`src/rtl/muldiv_if.sv`:
```
// Request/response bundle between the EX stage and the iterative multiply/divide unit.
// The pipeline side is the master; the arithmetic unit is the slave.
interface muldiv_if #(
  parameter int XLEN = 32
);
  logic            START;
  logic [2:0]      FUNCT3;
  logic [XLEN-1:0] OP_A;
  logic [XLEN-1:0] OP_B;
  logic            FLUSH;
  logic            BUSY;
  logic            DONE;
  logic [XLEN-1:0] RESULT;

  modport master (
    output START, FUNCT3, OP_A, OP_B, FLUSH,
    input  BUSY, DONE, RESULT
  );

  modport slave (
    input  START, FUNCT3, OP_A, OP_B, FLUSH,
    output BUSY, DONE, RESULT
  );
endinterface

```
`src/rtl/muldiv_unit.sv`:
```
// Iterative RV32M multiply/divide unit: shift-add multiply and restoring divide on operand magnitudes,
// UNROLL bits per cycle, with a one-cycle fast path for divide-by-zero and signed overflow.
module muldiv_unit #(
  parameter int XLEN   = 32,
  parameter int UNROLL = 1
) (
  input logic     CLK,
  input logic     RESET,
  muldiv_if.slave bus
);
  localparam int N  = XLEN / UNROLL;
  localparam int CW = $clog2(N + 1);
  localparam logic [XLEN-1:0] MIN_NEG = {1'b1, {(XLEN-1){1'b0}}};

  typedef enum logic [1:0] {IDLE, CALC, FIX} state_t;

  state_t          state_reg;
  logic [CW-1:0]   count_reg;
  logic [XLEN-1:0] result_reg;
  logic            done_reg;
  logic [2:0]      funct3_reg;
  logic            a_neg_reg;
  logic            b_neg_reg;
  logic            fast_reg;
  logic [XLEN-1:0] a_mag_reg;
  logic [XLEN-1:0] b_mag_reg;
  logic [XLEN-1:0] hi_reg;
  logic [XLEN-1:0] lo_reg;

  // Operand decode at the request edge
  logic            signed_a;
  logic            signed_b;
  logic            a_neg;
  logic            b_neg;
  logic [XLEN-1:0] a_mag;
  logic [XLEN-1:0] b_mag;
  logic            div_zero;
  logic            div_ovf;
  logic            take_fast;
  logic [XLEN-1:0] fast_value;

  assign signed_a = (bus.FUNCT3 == 3'b001) | (bus.FUNCT3 == 3'b010) |
                    (bus.FUNCT3 == 3'b100) | (bus.FUNCT3 == 3'b110);
  assign signed_b = (bus.FUNCT3 == 3'b001) | (bus.FUNCT3 == 3'b100) | (bus.FUNCT3 == 3'b110);
  assign a_neg    = signed_a & bus.OP_A[XLEN-1];
  assign b_neg    = signed_b & bus.OP_B[XLEN-1];
  assign a_mag    = a_neg ? (-bus.OP_A) : bus.OP_A;
  assign b_mag    = b_neg ? (-bus.OP_B) : bus.OP_B;

  assign div_zero   = (bus.OP_B == '0);
  assign div_ovf    = ~bus.FUNCT3[0] & (bus.OP_A == MIN_NEG) & (&bus.OP_B);
  assign take_fast  = bus.FUNCT3[2] & (div_zero | div_ovf);
  assign fast_value = div_zero ? (bus.FUNCT3[1] ? bus.OP_A : {XLEN{1'b1}})
                               : (bus.FUNCT3[1] ? {XLEN{1'b0}} : MIN_NEG);

  // One stage per retired bit; hi holds the partial product high half or the partial remainder,
  // lo holds the multiplier being consumed or the dividend being shifted out / quotient shifted in.
  genvar gi;
  generate
    for (gi = 0; gi < UNROLL; gi++) begin : g_step
      logic [XLEN-1:0] hi_in;
      logic [XLEN-1:0] lo_in;
      logic [XLEN-1:0] hi_out;
      logic [XLEN-1:0] lo_out;
      logic [XLEN:0]   shifted;
      logic [XLEN:0]   mul_sum;
      logic [XLEN-1:0] diff;
      logic            ge;

      if (gi == 0) begin : g_first
        assign hi_in = hi_reg;
        assign lo_in = lo_reg;
      end else begin : g_next
        assign hi_in = g_step[gi-1].hi_out;
        assign lo_in = g_step[gi-1].lo_out;
      end

      assign shifted = {hi_in, lo_in[XLEN-1]};
      assign ge      = (shifted >= {1'b0, b_mag_reg});
      // When the trial subtraction succeeds the difference is below the divisor, so XLEN bits suffice
      assign diff    = shifted[XLEN-1:0] - b_mag_reg;
      assign mul_sum = {1'b0, hi_in} + (lo_in[0] ? {1'b0, a_mag_reg} : {(XLEN+1){1'b0}});

      assign hi_out = funct3_reg[2] ? (ge ? diff : shifted[XLEN-1:0]) : mul_sum[XLEN:1];
      assign lo_out = funct3_reg[2] ? {lo_in[XLEN-2:0], ge} : {mul_sum[0], lo_in[XLEN-1:1]};
    end
  endgenerate

  // Sign fix-up of the unsigned result
  logic [2*XLEN-1:0] prod;
  logic [2*XLEN-1:0] prod_fix;
  logic [XLEN-1:0]   quo_fix;
  logic [XLEN-1:0]   rem_fix;
  logic [XLEN-1:0]   fix_value;

  assign prod     = {hi_reg, lo_reg};
  assign prod_fix = (a_neg_reg ^ b_neg_reg) ? (-prod) : prod;
  assign quo_fix  = (a_neg_reg ^ b_neg_reg) ? (-lo_reg) : lo_reg;
  assign rem_fix  = a_neg_reg ? (-hi_reg) : hi_reg;

  always_comb begin
    fix_value = '0;
    if (fast_reg) begin
      fix_value = lo_reg;
    end else if (funct3_reg[2]) begin
      fix_value = funct3_reg[1] ? rem_fix : quo_fix;
    end else if (funct3_reg[1:0] == 2'b00) begin
      fix_value = prod_fix[XLEN-1:0];
    end else begin
      fix_value = prod_fix[2*XLEN-1:XLEN];
    end
  end

  always_ff @(posedge CLK) begin
    if (RESET) begin
      state_reg  <= IDLE;
      count_reg  <= '0;
      result_reg <= '0;
      done_reg   <= 1'b0;
      funct3_reg <= '0;
      a_neg_reg  <= 1'b0;
      b_neg_reg  <= 1'b0;
      fast_reg   <= 1'b0;
      a_mag_reg  <= '0;
      b_mag_reg  <= '0;
      hi_reg     <= '0;
      lo_reg     <= '0;
    end else if (bus.FLUSH) begin
      state_reg <= IDLE;
      count_reg <= '0;
      done_reg  <= 1'b0;
    end else begin
      done_reg <= 1'b0;
      case (state_reg)
        IDLE: begin
          // A START still held during the DONE cycle belongs to the finished instruction
          if (bus.START && !done_reg) begin
            funct3_reg <= bus.FUNCT3;
            a_neg_reg  <= a_neg;
            b_neg_reg  <= b_neg;
            a_mag_reg  <= a_mag;
            b_mag_reg  <= b_mag;
            hi_reg     <= '0;
            if (take_fast) begin
              fast_reg  <= 1'b1;
              lo_reg    <= fast_value;
              state_reg <= FIX;
            end else begin
              fast_reg  <= 1'b0;
              lo_reg    <= bus.FUNCT3[2] ? a_mag : b_mag;
              count_reg <= CW'(N);
              state_reg <= CALC;
            end
          end
        end
        CALC: begin
          hi_reg    <= g_step[UNROLL-1].hi_out;
          lo_reg    <= g_step[UNROLL-1].lo_out;
          count_reg <= count_reg - 1'b1;
          if (count_reg == CW'(1)) begin
            state_reg <= FIX;
          end
        end
        FIX: begin
          result_reg <= fix_value;
          done_reg   <= 1'b1;
          state_reg  <= IDLE;
        end
        default: state_reg <= IDLE;
      endcase
    end
  end

  assign bus.BUSY   = (state_reg != IDLE) | (bus.START & ~done_reg);
  assign bus.DONE   = done_reg;
  assign bus.RESULT = result_reg;
endmodule

```
`src/flat_wrapper.sv`:
```
// flat-port wrapper written by rule: the top's interface ports become plain ports
module muldiv_unit_flat 
#(
  parameter int XLEN   = 32,
  parameter int UNROLL = 1
)
  (CLK, RESET, bus_START, bus_FUNCT3, bus_OP_A, bus_OP_B, bus_FLUSH, bus_BUSY, bus_DONE, bus_RESULT);
  muldiv_if #(.XLEN(XLEN)) bus_i ();
  input logic CLK;
  input logic RESET;
  input wire logic [$bits(bus_i.START)-1:0] bus_START;
  input wire logic [$bits(bus_i.FUNCT3)-1:0] bus_FUNCT3;
  input wire logic [$bits(bus_i.OP_A)-1:0] bus_OP_A;
  input wire logic [$bits(bus_i.OP_B)-1:0] bus_OP_B;
  input wire logic [$bits(bus_i.FLUSH)-1:0] bus_FLUSH;
  output wire logic [$bits(bus_i.BUSY)-1:0] bus_BUSY;
  output wire logic [$bits(bus_i.DONE)-1:0] bus_DONE;
  output wire logic [$bits(bus_i.RESULT)-1:0] bus_RESULT;
  assign bus_i.START = bus_START;
  assign bus_i.FUNCT3 = bus_FUNCT3;
  assign bus_i.OP_A = bus_OP_A;
  assign bus_i.OP_B = bus_OP_B;
  assign bus_i.FLUSH = bus_FLUSH;
  assign bus_BUSY = bus_i.BUSY;
  assign bus_DONE = bus_i.DONE;
  assign bus_RESULT = bus_i.RESULT;
  muldiv_unit #(.XLEN(XLEN), .UNROLL(UNROLL)) u_core (.CLK(CLK), .RESET(RESET), .bus(bus_i));
endmodule
```
`config.mk`:
```
export PLATFORM = sky130hd
export DESIGN_NAME = muldiv_unit_flat
export DESIGN_NICKNAME = d
export VERILOG_FILES = /design/src/rtl/muldiv_if.sv /design/src/rtl/muldiv_unit.sv /design/src/flat_wrapper.sv
export SDC_FILE = /design/constraint.sdc
export NUM_CORES = 1
export LEC_CHECK = 0
export BUFFER_PORTS_ARGS = -buffer_cell sky130_fd_sc_hd__buf_2
export CORE_MARGIN = 3
export CORE_UTILIZATION = 50
export CTS_BUF_LIST = sky130_fd_sc_hd__clkbuf_4
export DETAILED_ROUTE_END_ITERATION = 12
export PLACE_DENSITY = 0.69
export SLEW_MARGIN = 0
export SYNTH_ARGS = -nofsm -noshare
export SYNTH_HDL_FRONTEND = slang
export SYNTH_SLANG_ARGS = --single-unit
```
`constraint.sdc`:
```
create_clock -name CLK -period 3.9 [get_ports CLK]
set_input_delay 0.195 -clock CLK [delete_from_list [all_inputs] [get_ports CLK]]
set_output_delay 0.195 -clock CLK [all_outputs]
set_load 0.1 [all_outputs]
```
==> results of run 1 <==
-- cell usage in the layout (no fill, tap or decap), types with 43 or more instances in the layout --
master         instances
nor2_1               195
a21oi_1              190
nand2_1              175
dfxtp_1              174
o21ai_0              150
xnor2_1              111
buf_4                103
buf_2                103
inv_1                 86
xor2_1                83
a211oi_1              76
ha_1                  71
nor3_1                62
mux2i_1               49
nand3_1               46
dlygate4sd3_1         46
and2_1                43
-- worst max-delay path by stage --
stage	start	to	slack [ns]	cells after the start
after floorplan	u_core.g_step[0].lo_in[0]	u_core.g_step[0].hi_in[25]	0.60	13
after global placement	u_core.g_step[0].lo_in[0]	u_core.g_step[0].hi_in[25]	0.43	12
after detailed placement	bus_OP_B[8]	u_core.g_step[0].lo_in[27]	0.29	10
after CTS	u_core.g_step[0].lo_in[9]	u_core.bus.RESULT[5]	0.29	10
after global routing	u_core.g_step[0].lo_in[0]	u_core.g_step[0].hi_in[25]	0.01	12
final	u_core.g_step[0].lo_in[5]	u_core.bus.RESULT[5]	0.12	10
-- per-stage QoR --
stage | power (mW) | hold slack [ns] | instances | instance area [um2]
floorplan | 2.930 | 0.3310 | 2177 | 15730
global placement | 3.441 | 0.4337 | 2611 | 16940
detailed placement | 3.452 | 0.4343 | 2611 | 16940
CTS | 4.539 | 0.003281 | 2689 | 17680
global route | 4.781 | 0.006320 | 2690 | 17700
finish | 4.584 | 0.06600 | 2690 | 17700
-- cell families after synthesis --
logic type	after synthesis	share of synthesized area, %
multiplexers	49	3.118
flip-flops	175	22.27
XOR/XNOR	195	10.86
AO/OA/AOI/OAI	715	29.56
adder cells (fa/ha/maj)	73	5.901
AND/OR/NAND/NOR	714	22.07
buffers and inverters	256	6.227
-- power by group through the flow --
stage	Sequential, mW	Combinational, mW	Clock [mW]
floorplan	1.98	0.951	0
global placement	2.00	1.45	0
global route	1.97	1.65	1.15
CTS	1.96	1.49	1.09
detailed placement	2.00	1.45	0
finish	1.97	1.54	1.07
-- per-layer routing --
| metal | part of all wire, % | global-route usage, % | wire [um] |
|---|---|---|---|
| met5 | 0 | 0 | 0 |
| met4 | 4.8 | 15.45 | 3044 |
| met3 | 9.5 | 8.628 | 6060 |
| met2 | 43 | 54.98 | 27270 |
| met1 | 43 | 50.56 | 27140 |
-- timing repair --
action / 4_1_cts / 5_1_grt
resized for setup: 0 / 5
hold endpoints to repair: 68 / 0
setup endpoints to repair: 0 / 12
hold buffers: 46 / 0
-- layout make-up --
cell class                      count  area (um2)  share of cell area, %
Antenna cell                        1       2.502                0.01414
Clock buffer                       17       127.6                 0.7211
Clock inverter                     15       152.6                 0.8625
Inverter                           86       322.8                  1.824
Multi-Input combinational cell   1746       11300                  63.87
Sequential cell                   175        3505                  19.80
Tap cell                          396       495.5                  2.800
Timing Repair Buffer              254        1789                  10.11
-- worst reg2reg max path, delay by kind of cell, from the launching register on --
family / cells / cell delay [ns]
and+or+nand+nor: 4 / 1.83
AOI/OAI and AO/OA: 4 / 1.02
DFF: 1 / 0.35
xor gates and xnor gates: 1 / 0.30
buffers and inverters: 1 / 0.21
==> impl_metrics.tcl, run 1 <==
set metrics [dict create \
    seq_power_share_pct 42.9 \
    ys_ff_latch 175 \
    fin_ws_ns 0.1230 \
    antenna_found_initial 1 \
    hold_path.startpoint "bus_OP_A[26]" \
    cp_max_fo 7 \
    post_drt_wl_per_cell_um 23.61 \
    crit_path_end_kind "flop" \
    reg2reg_depth 10 \
    cts_made_buffers 17 \
    drt_iter0_markers 2099 \
    combPwrFrac_pct 33.7 \
    cp_cell_sequence "nor4_1 > nor4bb_1 > buf_4 > nand3_1 > o21ai_1 > nand2_1 > xor2_1 > o21ai_0 > a21o_1 > o21ai_0" \
    boundaryPins 105 \
    gp_congestion 1.033 \
    p_per_area_nw_per_um2 259.0 \
    worst_path_max_delay_cell "nor4_1" \
    grt_overflow_total 0 \
    clock-sinks 175 \
    fill_cells 3023 \
    worstPathArrival_ns 4.36 \
    ys_top_cells_by_area "dfxtp_1, xnor2_1, a21oi_1" \
    finClkSkew_ns 0.03306 \
    clk_latency_ns 0.65 \
    rsz0062_at_grt "no" \
    ant_nets 0 \
    htreeDepth 4 \
    drc 0 \
    yosysTopAreaCell "dfxtp_1" \
    dp_slack_ns 0.2896 \
    fp.coreArea_um2 30830 \
    period_minus_slack_ns 3.777 \
    synth_most_common_cell "nor2_1" \
    hpwlAfterDp_mm 49.31 \
    min_path_type "in -> reg" \
    cp_common_cell "o21ai_0" \
    dieArea_um2 33630 \
    cpPeakStageDelay_ns 1.02 \
    post-route-period-util_pct 96.85 \
    synthArstFlopShare_pct 0 \
    grt_pass1_wl_mm 95.20 \
    hold_depth 4 \
    synth_top_area_share_pct 22.27 \
    slew_violations 0 \
    leakagePower_nw 7.138 \
    cts_max_path_buffers 2 \
    synth_flop_cell "dfxtp_1" \
    netlist_top_cells_count "nor2_1, a21oi_1, dfxtp_1, nand2_1" \
    hold_violations 0 \
    clock.fmax_mhz 264.8 \
    yosysWarnings 0 \
    grt_max_degree 128 \
    vdd.ir_drop.worst_uv 195.8 \
    path_clk_slew_ns 0.18 \
    vias 17434 \
    die_h_um 183.4 \
    track_usage_pct 36.68 \
    slew_headroom_pct 17.84 \
    area_delta_synth_final_pct 12.49 \
    post_cts_buffers 0 \
    crit_type "reg -> reg" \
    cts_tree "built" \
    clockRootBuffer "clkbuf_4" \
    rows 64 \
    power.switching_mw 1.880 \
    ys_types 74 \
    clockPowerShare_pct 23.4 \
    die_w_um 183.4 \
    syn_area_per_cell_um2 7.227 \
    synth_nets 2321 \
    tns_ns 0 \
    synth-edff-count 0 \
    r2r-start "u_core.g_step[0].lo_in[5]" \
    seq_area_frac_synth_pct 22.27 \
    nets 2424 \
    outcome "finished clean" \
    swShare_pct 41.02 \
    cp-start-kind "flop" \
    netlist_instances 2177 \
    r2r_setup_slack_ns 0.12 \
    drt-total-wl_mm 63.52 \
    crit_buf_inv 1 \
    required_ns 4.48 \
    reg2reg_to "u_core.bus.RESULT[5]" \
    initial_core_util_pct 51.03 \
    p_int_mw 2.704 \
    syn_area_um2 15730 \
    drt-vias-per-instance 6.481 \
    min_to "u_core.a_mag_reg[26]" \
    grt_pass1_vias 15972 \
    setup_viol 0 \
    postLayoutCoreUtil_pct 57.41 \
    dr.pass1.iters 6 \
    drive_gt1_share_pct 11.60 \
    critPathTopFamily "simple AND/OR/NAND/NOR gates" \
    drv_cap 0 \
    port_buffers 104 \
    worst_pin_slew_ns 1.221 \
]
Power figures use the tool's default switching activity.
==> run 2: changes to the inputs <==
--- a/config.mk
+++ b/config.mk
@@ -6,12 +6,15 @@
 export NUM_CORES = 1
 export LEC_CHECK = 0
 export BUFFER_PORTS_ARGS = -buffer_cell sky130_fd_sc_hd__buf_2
+export CELL_PAD_IN_SITES_DETAIL_PLACEMENT = 1
+export CELL_PAD_IN_SITES_GLOBAL_PLACEMENT = 1
 export CORE_MARGIN = 3
-export CORE_UTILIZATION = 50
+export CORE_UTILIZATION = 47
 export CTS_BUF_LIST = sky130_fd_sc_hd__clkbuf_4
 export DETAILED_ROUTE_END_ITERATION = 12
-export PLACE_DENSITY = 0.69
+export PLACE_DENSITY = 0.85
 export SLEW_MARGIN = 0
 export SYNTH_ARGS = -nofsm -noshare
 export SYNTH_HDL_FRONTEND = slang
 export SYNTH_SLANG_ARGS = --single-unit
+export TNS_END_PERCENT = 10
==> run 2 against run 1 <==
Register-to-register slack better by 0.09 ns. Combinational power is 5% higher. Largest cell class unchanged. Non-clock buffer count is 1 higher. Critical path depth stayed put.
==> impl_metrics.tcl, run 2 (same netlist as run 1, synthesis figures left out) <==
set metrics [dict create \
    hpwlAfterDp_mm 54.42 \
    boundaryPins 105 \
    clockRootBuffer "clkbuf_4" \
    grt_max_degree 125 \
    swShare_pct 41.86 \
    clockPowerShare_pct 25.8 \
    vdd.ir_drop.worst_uv 237.3 \
    grt_pass1_wl_mm 107.9 \
    period_minus_slack_ns 3.687 \
    htreeDepth 4 \
    drv_cap 0 \
    clock-sinks 175 \
    gp_congestion 1.006 \
    p_int_mw 2.810 \
    power.total_mw 4.834 \
    port_buffers 104 \
    cpPeakStageDelay_ns 0.83 \
    setup_viol 0 \
    nets 2425 \
    drt-vias-per-instance 6.575 \
    post_cts_buffers 0 \
    crit_type "reg -> reg" \
    post-route-period-util_pct 94.54 \
    rows 66 \
    cts_made_buffers 17 \
    required_ns 4.51 \
    fp.coreArea_um2 32780 \
    dieArea_um2 35700 \
    path_clk_slew_ns 0.20 \
    grt_pass1_vias 18295 \
    mostFrequentLayoutCells "nor2_1, a21oi_1, nand2_1, dfxtp_1, o21ai_0" \
    drive_gt1_share_pct 11.68 \
    fin_hold_ws_ns 0.04378 \
    seq_power_share_pct 40.9 \
    cts_max_path_buffers 2 \
    min_path_type "in -> reg" \
    crit_path_end_kind "flop" \
    slew_violations 0 \
    clock.fmax_mhz 271.2 \
    slew_headroom_pct 25.82 \
    post_drt_wl_per_cell_um 25.99 \
    dr.pass1.iters 5 \
    dp.cells 2656 \
    die_w_um 189.0 \
    cp_cell_sequence "nor4_1 > nor4bb_1 > buf_4 > nand3_1 > nor2_1 > nor2_1 > xnor2_1 > nor2_1 > a2111o_1 > a211oi_1" \
    grt_overflow_total 0 \
    initial_core_util_pct 47.99 \
    hold_violations 0 \
    die_h_um 189.0 \
    final_area_um2 17830 \
    cp_common_cell "nor2_1" \
    drt-total-wl_mm 71.16 \
    dp_slack_ns 0.1664 \
    drt_iter0_markers 1694 \
    final_cells 2738 \
    antenna_found_initial 3 \
    combPwrFrac_pct 33.3 \
    critPathTopFamily "simple AND/OR/NAND/NOR gates" \
    power.switching_mw 2.024 \
    postLayoutCoreUtil_pct 54.39 \
    worstPathArrival_ns 4.30 \
    p_per_area_nw_per_um2 271.1 \
    area_delta_synth_final_pct 13.33 \
    track_usage_pct 38.85 \
    rsz0062_at_grt "no" \
    worst_path_max_delay_cell "nor4_1" \
    cp-start-kind "flop" \
    ant_nets 0 \
    worst_pin_slew_ns 1.105 \
    outcome "finished clean" \
    final_common_cell "nor2_1" \
    crit_buf_inv 1 \
    cts_tree "built" \
    place_area_um2 17000 \
    drc 0 \
    clk_latency_ns 0.69 \
    tns_ns 0 \
    vias 18002 \
    fin_ws_ns 0.2130 \
    leakagePower_nw 7.176 \
    finClkSkew_ns 0.04670 \
    cp_max_fo 9 \
]
==> run 2: path summary, 6_finish.rpt <==
kind              slack (ns)                       from  cells past startpoint                   end
setup / recovery        0.21  u_core.g_step[0].lo_in[7]                     10  u_core.bus.RESULT[0]
hold / removal          0.04               bus_OP_A[19]                      3  u_core.a_mag_reg[19]
setup reg to reg        0.21  u_core.g_step[0].lo_in[7]                     10  u_core.bus.RESULT[0]
hold reg to reg         0.47        u_core.a_mag_reg[5]                      2   u_core.a_mag_reg[5]
==> run 2: routing by layer <==
| metal | up-vias | track usage [%] | share of wire, % |
|---|---|---|---|
| li1 | 8177 | - | - |
| met1 | 8760 | 50.35 | 42 |
| met2 | 843 | 61.56 | 44 |
| met3 | 220 | 7.017 | 7.9 |
| met4 | 2 | 20.65 | 5.5 |
| met5 | - | 0 | 0.017 |
==> run 2: power groups by stage <==
stage | Clock (mW) | Sequential, mW | Combinational, mW
floorplan | 0 | 1.98 | 0.951
global placement | 0 | 2.00 | 1.46
detailed placement | 0 | 2.01 | 1.50
CTS | 1.26 | 1.97 | 1.55
global route | 1.33 | 1.99 | 1.70
finish | 1.25 | 1.98 | 1.61
==> run 2: final cells by class <==
| type | count | area (um2) |
|---|---|---|
| well taps | 442 | 553.0 |
| flip-flops and latches | 175 | 3506 |
| fillers | 4239 | 14950 |
| clock buffers | 17 | 127.6 |
| inverters | 86 | 322.8 |
| multi-input cells | 1746 | 11310 |
| diodes | 2 | 5.005 |
| repair buffers | 255 | 1802 |
| clock inverters | 15 | 205.2 |
==> run 2: timing repair <==
item | 4_1_cts | 5_1_grt
hold endpoints to repair | 64 | 0
setup endpoints to repair | 0 | 9
hold buffers | 48 | 0
resized for setup | 0 | 5
==> run 2: worst register-to-register path: cells and delay by family, from the launching register on <==
| family | cells | cell delay, ns |
|---|---|---|
| buf+inv | 1 | 0.20 |
| compound gates | 2 | 0.62 |
| xor+xnor | 1 | 0.21 |
| flops | 1 | 0.49 |
| simple gates | 6 | 2.13 |
